==> config.mk <==
export PLATFORM = sky130hd
export DESIGN_NAME = instr_prefetch_queue
export DESIGN_NICKNAME = d
export VERILOG_FILES = /design/src/rtl/instr_prefetch_queue_pkg.sv /design/src/rtl/ir_fifo_core.sv /design/src/rtl/instr_prefetch_queue.sv
export SDC_FILE = /design/constraint.sdc
export NUM_CORES = 1
export LEC_CHECK = 0
export BUFFER_PORTS_ARGS = -buffer_cell sky130_fd_sc_hd__buf_4
export CORE_MARGIN = 4
export CORE_UTILIZATION = 25
export CTS_BUF_LIST = sky130_fd_sc_hd__clkbuf_8
export DETAILED_ROUTE_END_ITERATION = 6
export PLACE_DENSITY_LB_ADDON = 0.08
export SLEW_MARGIN = 20
export SYNTH_ARGS = -nofsm -noshare
export SYNTH_HDL_FRONTEND = slang
export SYNTH_SLANG_ARGS = --single-unit
export TNS_END_PERCENT = 100
==> constraint.sdc <==
create_clock -name CLK -period 2.85 [get_ports CLK]
set_input_delay 0.57 -clock CLK [delete_from_list [all_inputs] [get_ports CLK]]
set_output_delay 0.57 -clock CLK [all_outputs]
set_load 0.02 [all_outputs]
==> src/rtl/instr_prefetch_queue_pkg.sv <==
// Shared constants for the instruction prefetch queue: default word geometry
// and the opcode field type carved from the top of each instruction word.
package instr_prefetch_queue_pkg;

  localparam int WORD_SIZE_DEF = 19;
  localparam int OPCODE_W_DEF  = 5;
  localparam int ADDRESS_W_DEF = WORD_SIZE_DEF - OPCODE_W_DEF;

  typedef logic [OPCODE_W_DEF-1:0]  opcode_t;
  typedef logic [ADDRESS_W_DEF-1:0] address_t;

endpackage

==> src/rtl/ir_fifo_core.sv <==
// Storage array plus read/write pointers and occupancy count for the
// prefetch queue. Reset beats flush, and flush beats any push or pop.
module ir_fifo_core #(
  parameter int WIDTH = 19,
  parameter int DEPTH = 4,
  parameter int CW    = $clog2(DEPTH) + 1
) (
  input  logic             clk,
  input  logic             rst,
  input  logic             flush,
  input  logic             wr_en,
  input  logic [WIDTH-1:0] wdata,
  input  logic             rd_en,
  output logic [WIDTH-1:0] rdata,
  output logic [CW-1:0]    count
);

  localparam int AW = $clog2(DEPTH);

  logic [WIDTH-1:0] mem [DEPTH];
  logic [AW-1:0]    wr_ptr;
  logic [AW-1:0]    rd_ptr;
  logic             wr_go;
  logic             rd_go;

  // Qualified strobes: a reset or flush cycle swallows any handshake.
  assign wr_go = wr_en && !flush && !rst;
  assign rd_go = rd_en && !flush && !rst;

  // Pointer and count update; power-of-two depth lets pointers wrap naturally.
  always_ff @(posedge clk) begin
    // NOTE: sequential state uses non-blocking assignments so every register
    // samples the pre-edge values regardless of statement order.
    if (rst || flush) begin
      wr_ptr <= '0;
      rd_ptr <= '0;
      count  <= '0;
    end else begin
      if (wr_go) wr_ptr <= wr_ptr + 1'b1;
      if (rd_go) rd_ptr <= rd_ptr + 1'b1;
      case ({wr_go, rd_go})
        2'b10:   count <= count + 1'b1;
        2'b01:   count <= count - 1'b1;
        default: count <= count;
      endcase
    end
  end

  // Storage write port.
  always_ff @(posedge clk) begin
    // NOTE: the data array is deliberately not reset; stale words are never
    // visible because the pointers and count are cleared instead.
    if (wr_go) mem[wr_ptr] <= wdata;
  end

  assign rdata = mem[rd_ptr];

endmodule

==> src/rtl/instr_prefetch_queue.sv <==
// Instruction prefetch queue: a small FIFO between fetch and the control
// unit. The head word is split into opcode and address fields, both forced
// to zero whenever no instruction is available.
module instr_prefetch_queue
  import instr_prefetch_queue_pkg::*;
#(
  parameter int WORD_SIZE = WORD_SIZE_DEF,
  parameter int OPCODE_W  = OPCODE_W_DEF,
  parameter int DEPTH     = 4
) (
  input  logic                          CLK,
  input  logic                          RST,
  input  logic                          flush,
  input  logic                          in_valid,
  output logic                          in_ready,
  input  logic [WORD_SIZE-1:0]          in_instr,
  output logic                          out_valid,
  input  logic                          out_ready,
  output logic [OPCODE_W-1:0]           out_opcode,
  output logic [WORD_SIZE-OPCODE_W-1:0] out_address,
  output logic [$clog2(DEPTH):0]        count
);

  localparam int CW = $clog2(DEPTH) + 1;
  localparam logic [CW-1:0] DEPTH_C = CW'(DEPTH);

  logic [WORD_SIZE-1:0] head;

  // Handshake flags come straight from the registered count, so a pop in
  // the same cycle never lets a full queue accept, and there is no bypass.
  assign in_ready  = (count < DEPTH_C);
  assign out_valid = (count != '0);

  ir_fifo_core #(
    .WIDTH (WORD_SIZE),
    .DEPTH (DEPTH),
    .CW    (CW)
  ) u_core (
    .clk   (CLK),
    .rst   (RST),
    .flush (flush),
    .wr_en (in_valid && in_ready),
    .wdata (in_instr),
    .rd_en (out_valid && out_ready),
    .rdata (head),
    .count (count)
  );

  // Field split with zeroing while the queue is empty.
  always_comb begin
    // NOTE: every output gets a default first so no path can infer a latch.
    out_opcode  = '0;
    out_address = '0;
    if (out_valid) begin
      out_opcode  = head[WORD_SIZE-1 -: OPCODE_W];
      out_address = head[WORD_SIZE-OPCODE_W-1:0];
    end
  end

endmodule

==> impl_summary.md, run 1 <==
Clock network
The TritonCTS clock tree is built. CTS saw 85 sinks. The CTS H-tree depth is 3. The clock passes through at most 2 buffers. After clock tree synthesis, the setup repair step added 0 buffers. In this run, post-CTS hold repair placed 0 buffers. The clock latency reported for the late side of the worst-skew pair is 0.34 ns. The number of clock buffers added by TritonCTS is 9. Once the clock tree was built, the resizer swapped 0 gates to a different size. Clock-pin slew was measured on the worst setup and hold paths at 0.08 ns. The root buffer cell is clkbuf_8.

Power
Of the total power, combinational logic draws 4.2%. The largest vdd supply drop is 0.166 mV. The part of the total power dissipated in sequential elements is 62.1%. The clock network burns 33.7% of the power. The total power divided by cell area is 533 nW/um^2. The completed layout was analyzed and its total power is 2.21 mW. Net switching is 20.0% of the power. The net switching power of the design is 0.443 mW. The leakage power summed over all cells is 1.39 nW. The internal power is 1.77 mW.

Routing
The residual antenna-violating net count after detailed routing is 0. In the final routed layout, each cell accounts on average for 15.8 um. The detailed-routing iteration count for the pre-antenna-repair pass is 4. The via density per instance is 4.04.

The starting DRC count in detailed routing is 86. The detailed router placed 1,665 vias in this run. The final routed DRC violation total is 0. After detailed routing, the total wire length is 6530 um.

Final layout
The post-synthesis to final-layout area growth is 24.0%. The number of antenna diodes in the final layout is 0. The fraction of final layout cells sized beyond drive strength 1 is 38.3%.

The post-route cell area is 4150 um^2. In the final design database the tool counted 265 nets. The multi-input combinational cell area is 813 um^2.

The top cell types in the final layout, fill and taps aside, are 76 x edfxtp_1, 55 x buf_4, 20 x nor2b_1. The most common cell after layout, fill and taps aside is edfxtp_1. Registers take 2460 um^2. Fill cells in the final layout number 1,269. Measured on the finished design, the core utilization comes to 32.2%.

The finished layout holds 412 standard cells, fillers aside.

STA
At the pin with the least slew margin, the transition time is 0.443 ns. The number of setup violations in the final report is 0. The worst path meets setup with 0.375 ns of slack. The post-route fraction of the period consumed by the critical path is 86.8%. The worst hold slack after final layout is 0.422 ns. For the final routed database, the setup TNS stands at 0 ns. The routed design could run at a clock period as short as 2.48 ns. The clock arrives with 0.00788 ns of skew.

The headroom to the max-slew limit is 70.4%. The fmax is 404 MHz. Setup repair after global routing left no endpoint under its margin. The final number of hold-violating endpoints is 0. The max-slew violation count came to 0.

Logic synthesis
During synthesis, Yosys emitted a total of 0 warnings. Synthesis handed over a netlist of 174 instances. The number of different library cells in the post-synthesis netlist is 22. The average cell area after synthesis is 19.2 um^2.

The sequential fraction of the synthesis area is 73.6%. The mapped netlist covers 3340 um^2. The number of nets handed over by synthesis was 204. The number of flip-flops and latches in the synthesized netlist is 85.

Global route
The initial antenna violation count is 0. The met2 layer usage reported by global route is 14.7%. Entering global routing, the biggest net connects 23 pins. The first global-routing pass estimated 10,100 um of wire.

The total global routing overflow is 0. The met1 track demand over resource is 11.8%. In this run the most used layer during global routing was met2. The number of global-route vias before repair is 1,800.

In the global route stage, met3 resource usage came out at 2.27%. The global-route total usage across every layer is 9.28%.

Setup path
The critical path contains buffers and inverters numbering 2 combined. For the worst setup path, the data required time is 2.28 ns. In this design, the stage delay of the slowest critical-path cell is 0.51 ns. Of all nets on the critical path, the largest fanout is 17. The type of the setup path with the least slack is reg -> out. For the worst flop-to-flop path, the logic depth is 9. The signal on the critical path passes through buf_12 -> mux4_2 -> nor2b_1 -> buf_4. STA classifies the critical path endpoint as a primary output. The logic depth of the worst path, buffers included is 4. The worst setup path is launched from a flop. The master of the slowest instance on the critical path is mux4_2. The critical path data arrival time is 1.91 ns. Broken down by cell family, the worst path's largest delay share belongs to multiplexers.

Placement
The count of buffers added on input and output ports is 47. The post-detailed-placement half-perimeter wirelength is 4150 um. The global placer's final weighted congestion is 0.683. The number of cells after detailed placement is 396. Before CTS, the worst setup slack after placement is 0.349 ns. Once placement finished, the instance area stood at 3970 um^2.

Min path
The path class of the tightest hold or removal check is in -> reg. The count of cells along the worst hold path is 1.

Floorplan
The floorplan has 41 rows. The area of the core is 12,900 um^2. 48 I/O pins were placed.

The initial utilization of the core area, before any placement, comes to 26.0%. The width of the chip is 124 um. The chip height is 124 um.

The floorplan step defined a die boundary enclosing 15,300 um^2.

Outcome
The flow ran to the end, and the final reports show no timing, DRC or antenna violations.

Flow run
The tool flagged a number of max-cap violations equal to 0.
-- kinds of logic (layout without fill, tap and decap cells) --
family,after synthesis,count (layout),synth area share (%)
AOI/OAI and AO/OA,7,7,1.20
muxes,19,19,12.8
adders and majority gates,6,6,2.47
xor gates and xnor gates,4,4,1.05
buffers and inverters,15,81,2.21
and+or+nand+nor,38,38,6.66
DFF,85,85,73.6
-- layer usage --
metal / vias to the layer above / wire length (um)
met3: 12 / 275
met1: 834 / 2850
li1: 784 / -
met2: 35 / 3270
met5: - / 0
met4: 0 / 131
-- power by group through the flow --
stage | Combinational, mW | Clock (mW) | Sequential, mW
after global placement | 0.0969 | 0 | 1.40
after floorplan | 0.0387 | 0 | 1.40
final | 0.0930 | 0.745 | 1.37
after CTS | 0.0967 | 0.779 | 1.37
after detailed placement | 0.0964 | 0 | 1.40
after global routing | 0.104 | 0.848 | 1.37
-- registers in the layout (all words and copies together), names as in the netlist, named ones only --
register,flops
u_core.mem,76
u_core.wr_ptr,2
u_core.count,3
u_core.rd_ptr,2
-- path summary, 6_finish.rpt --
path,startpoint,end,slack (ns)
min,in_instr[8],u_core.mem[2][8],0.42
min reg2reg,u_core.rd_ptr[1],u_core.rd_ptr[1],0.50
max reg2reg,u_core.count[2],u_core.count[2],0.78
max,flop,out_address[6],0.37
-- cells in the mapped netlist --
cell type	n	area [um^2]
edfxtp_1	76	2280
nor2b_1	20	125
mux4_2	19	428
dfxtp_1	9	180
inv_1	8	30.0
nor2_1	7	26.3
ha_1	5	62.6
and2_1	4	25.0
a21oi_1	3	15.0
clkbuf_1	3	11.3
xor2_1	3	26.3
buf_2	2	10.0
buf_6	2	22.5
nand2_1	2	7.51
o21ai_0	2	10.0
o31ai_1	2	15.0
or3_1	2	12.5
fa_1	1	20.0
nor3_1	1	5.00
nor4b_2	1	15.0
or2_2	1	6.26
xnor2_1	1	8.76
-- layout make-up --
class / count / area share (%)
repair buffers: 57 / 10.9
well taps: 172 / 5.19
clock inverters: 5 / 0.513
inverters: 8 / 0.724
multi-input cells: 74 / 19.6
flip-flops and latches: 85 / 59.4
clock buffers: 11 / 3.65
No activity file was read; power rests on OpenSTA's default activity.
==> run 2, diff against run 1 <==
--- a/config.mk
+++ b/config.mk
@@ -11,6 +11,7 @@
 export CTS_BUF_LIST = sky130_fd_sc_hd__clkbuf_8
 export DETAILED_ROUTE_END_ITERATION = 6
 export PLACE_DENSITY_LB_ADDON = 0.08
+export SETUP_SLACK_MARGIN = 0.5
 export SLEW_MARGIN = 20
 export SYNTH_ARGS = -nofsm -noshare
 export SYNTH_HDL_FRONTEND = slang
==> run 2 against run 1 <==
Clock skew fell by 0.0017 ns; flip-flop and latch count stayed put; core utilization grew 0.99 points; largest power group unchanged.
==> impl_summary.md, run 2 (synthesis gave the netlist of run 1 again) <==
Final layout
The number of flip-flops in the largest register is 76 (unchanged). The most common cell after layout, fill and taps aside is edfxtp_1 (unchanged). The post-route cell area was 4270 um^2 (was 4150 um^2).

The number of diodes came to 0 (unchanged). Most frequent cells in the layout: 76 x edfxtp_1, 52 x buf_4, 19 x mux4_2 (was 76 x edfxtp_1, 55 x buf_4, 20 x nor2b_1). The multi-input combinational cell area is 833 um^2 (was 813 um^2).

The number of nets in the layout is 270 (was 265). The fraction of final layout cells sized beyond drive strength 1 is 43.3% (was 38.3%). The top register by number of flip-flops was u_core.mem (unchanged). The post-synthesis to final-layout area growth is 27.8% (was 24.0%). The sequential cell area in the final layout is 2470 um^2 (was 2460 um^2). Largest regs: u_core.mem (76), u_core.count (3) (unchanged).

The final-layout fill cell count came to 1,232 (was 1,269).

Placement
The post-detailed-placement half-perimeter wirelength was 4190 um (was 4150 um). The pre-CTS worst setup slack was 0.345 ns (was 0.349 ns). The number of buffers inserted by port buffering is 47 (unchanged).

The global placer's final weighted congestion was 0.735 (was 0.683). The cell area after placement is 3990 um^2 (was 3970 um^2).

Floorplan
The area of the core is 12,900 um^2 (unchanged). The site row count is 41 (unchanged). The number of ports placed on the die boundary is 48 (unchanged). The width of the chip was 124 um (unchanged). The starting density of the core is 26.0% (unchanged). The die footprint is 15,300 um^2 (unchanged). The chip height came to 124 um (unchanged).

Setup path
The type of origin of the critical path is a flop (unchanged). The worst path required time came to 2.28 ns (about the same). The worst reg-to-reg path cell count came to 8 (was 9). The endpoint class of the critical path is a primary output (unchanged). The type of the setup path with the least slack is reg -> out (unchanged).

The critical path data arrival time was 1.74 ns (was 1.91 ns). The highest fanout seen on the critical path came to 5 (was 17).

STA
The fmax is 433 MHz (was 404 MHz). The post-route fraction of the period consumed by the critical path is 81.1% (was 86.8%). The final number of hold-violating endpoints is 0 (unchanged). The max-slew violation count is 0 (unchanged). The number of setup violations in the final report is 0 (unchanged). The transition time of the tightest slew-check pin is 0.408 ns (was 0.443 ns).

The headroom to the max-slew limit was 72.6% (was 70.4%). Setup repair after global routing missed its margin: true (was false). The setup total negative slack came to 0 ns (unchanged). The worst hold slack after final layout is 0.420 ns (was 0.422 ns). The slack of the critical path is 0.538 ns (was 0.375 ns).

The maximum clock skew at final layout is 0.00619 ns (was 0.00788 ns). The minimum clock period after layout is 2.31 ns (was 2.48 ns).

Global route
The initial antenna violation count was 0 (unchanged). The first-pass GRT wire length is 10,400 um (was 10,100 um). The number of global-route vias before repair is 1,830 (was 1,800).

The global-route total usage across every layer is 9.59% (was 9.28%). The total global routing overflow came to 0 (unchanged). The largest net degree at the start of global routing was 23 (unchanged).

Clock network
The root buffer cell is clkbuf_8 (unchanged). The CTS buffer count is 9 (unchanged). The total number of clock tree sinks is 85 (unchanged).

The clock latency reported for the late side of the worst-skew pair is 0.34 ns (about the same). The clock-pin transition on the worst setup and hold timing paths came to 0.08 ns (about the same). The CTS H-tree depth is 3 (unchanged). The worst-case clock buffer depth is 2 (unchanged). The number of hold buffers added after CTS was 0 (unchanged). The TritonCTS clock tree was built (unchanged).

Power
The largest vdd supply drop is 0.174 mV (was 0.166 mV). The total power divided by cell area is 522 nW/um^2 (was 533 nW/um^2). The leakage power summed over all cells is 1.44 nW (was 1.39 nW).

Min path
The count of cells along the worst hold path is 1 (unchanged). The path category of the worst min-delay check is in -> reg (unchanged).

Routing
The detailed-routing iteration count for the pre-antenna-repair pass is 4 (unchanged). The residual antenna-violating net count after detailed routing was 0 (unchanged). The final routed DRC violation total was 0 (unchanged).

The starting DRC count in detailed routing is 81 (was 86). The via density per instance is 3.97 (was 4.04). The via total after detailed routing was 1,655 (was 1,665). The final routed wirelength across all metal layers is 6660 um (was 6530 um). The average routed wire per standard cell was 16.0 um (was 15.8 um).

Outcome
Outcome: finished, final reports clean (unchanged).

Flow run
The number of maximum-capacitance violations is 0 (unchanged).
[run 2: worst max-delay path: stages (launching register included)]
cell and delay [ns]:
dfxtp_4 0.42, buf_12 0.14, mux4_2 0.50, nor2b_2 0.19, buf_6 0.15
[run 2: worst paths after layout]
kind,from,end,slack [ns]
worst max-delay path,flop,out_address[7],0.54
worst min-delay path,in_instr[3],u_core.mem[1][3],0.42
worst max register to register,u_core.count[2],u_core.count[2],0.75
worst min register to register,u_core.rd_ptr[1],flop,0.50
[run 2: metrics by stage]
step / power (mW) / utilization [%] / cells
6_report: 2.23 / 33.2 / 417
3_5_place_dp: 1.50 / 31.0 / 398
4_1_cts: 2.27 / 32.7 / 416
3_3_place_gp: 1.50 / 31.0 / 398
2_1_floorplan: 1.44 / - / 174
5_1_grt: 2.34 / 33.2 / 417
[run 2: final cells by class]
| type | instances | area share, % |
|---|---|---|
| Clock inverter | 5 | 0.615 |
| Tap cell | 172 | 5.04 |
| Inverter | 8 | 0.703 |
| Timing Repair Buffer | 62 | 12.9 |
| Multi-Input combinational cell | 74 | 19.5 |
| Clock buffer | 11 | 3.54 |
| Sequential cell | 85 | 57.7 |
[run 2: where the power goes]
group          total [mW]  switching [mW]  internal [mW]  leakage (nW)
clock               0.761           0.404          0.357        0.0983
combinational      0.0981          0.0473         0.0508         0.584
sequential           1.37         0.00450           1.37         0.761
[run 2: timing repair]
item,CTS,global route
buffers inserted,1,0
resized for setup,3,13
cloned,1,1
endpoints found under the setup margin,17,15
[run 2: layer usage]
metal | GRT usage [%] | vias to the layer above | share of wire [%]
met5 | 0 | - | 0
met4 | 4.98 | 0 | 1.6
met3 | 2.23 | 11 | 4.1
met2 | 15.5 | 32 | 50
met1 | 12.0 | 818 | 44
li1 | - | 794 | -
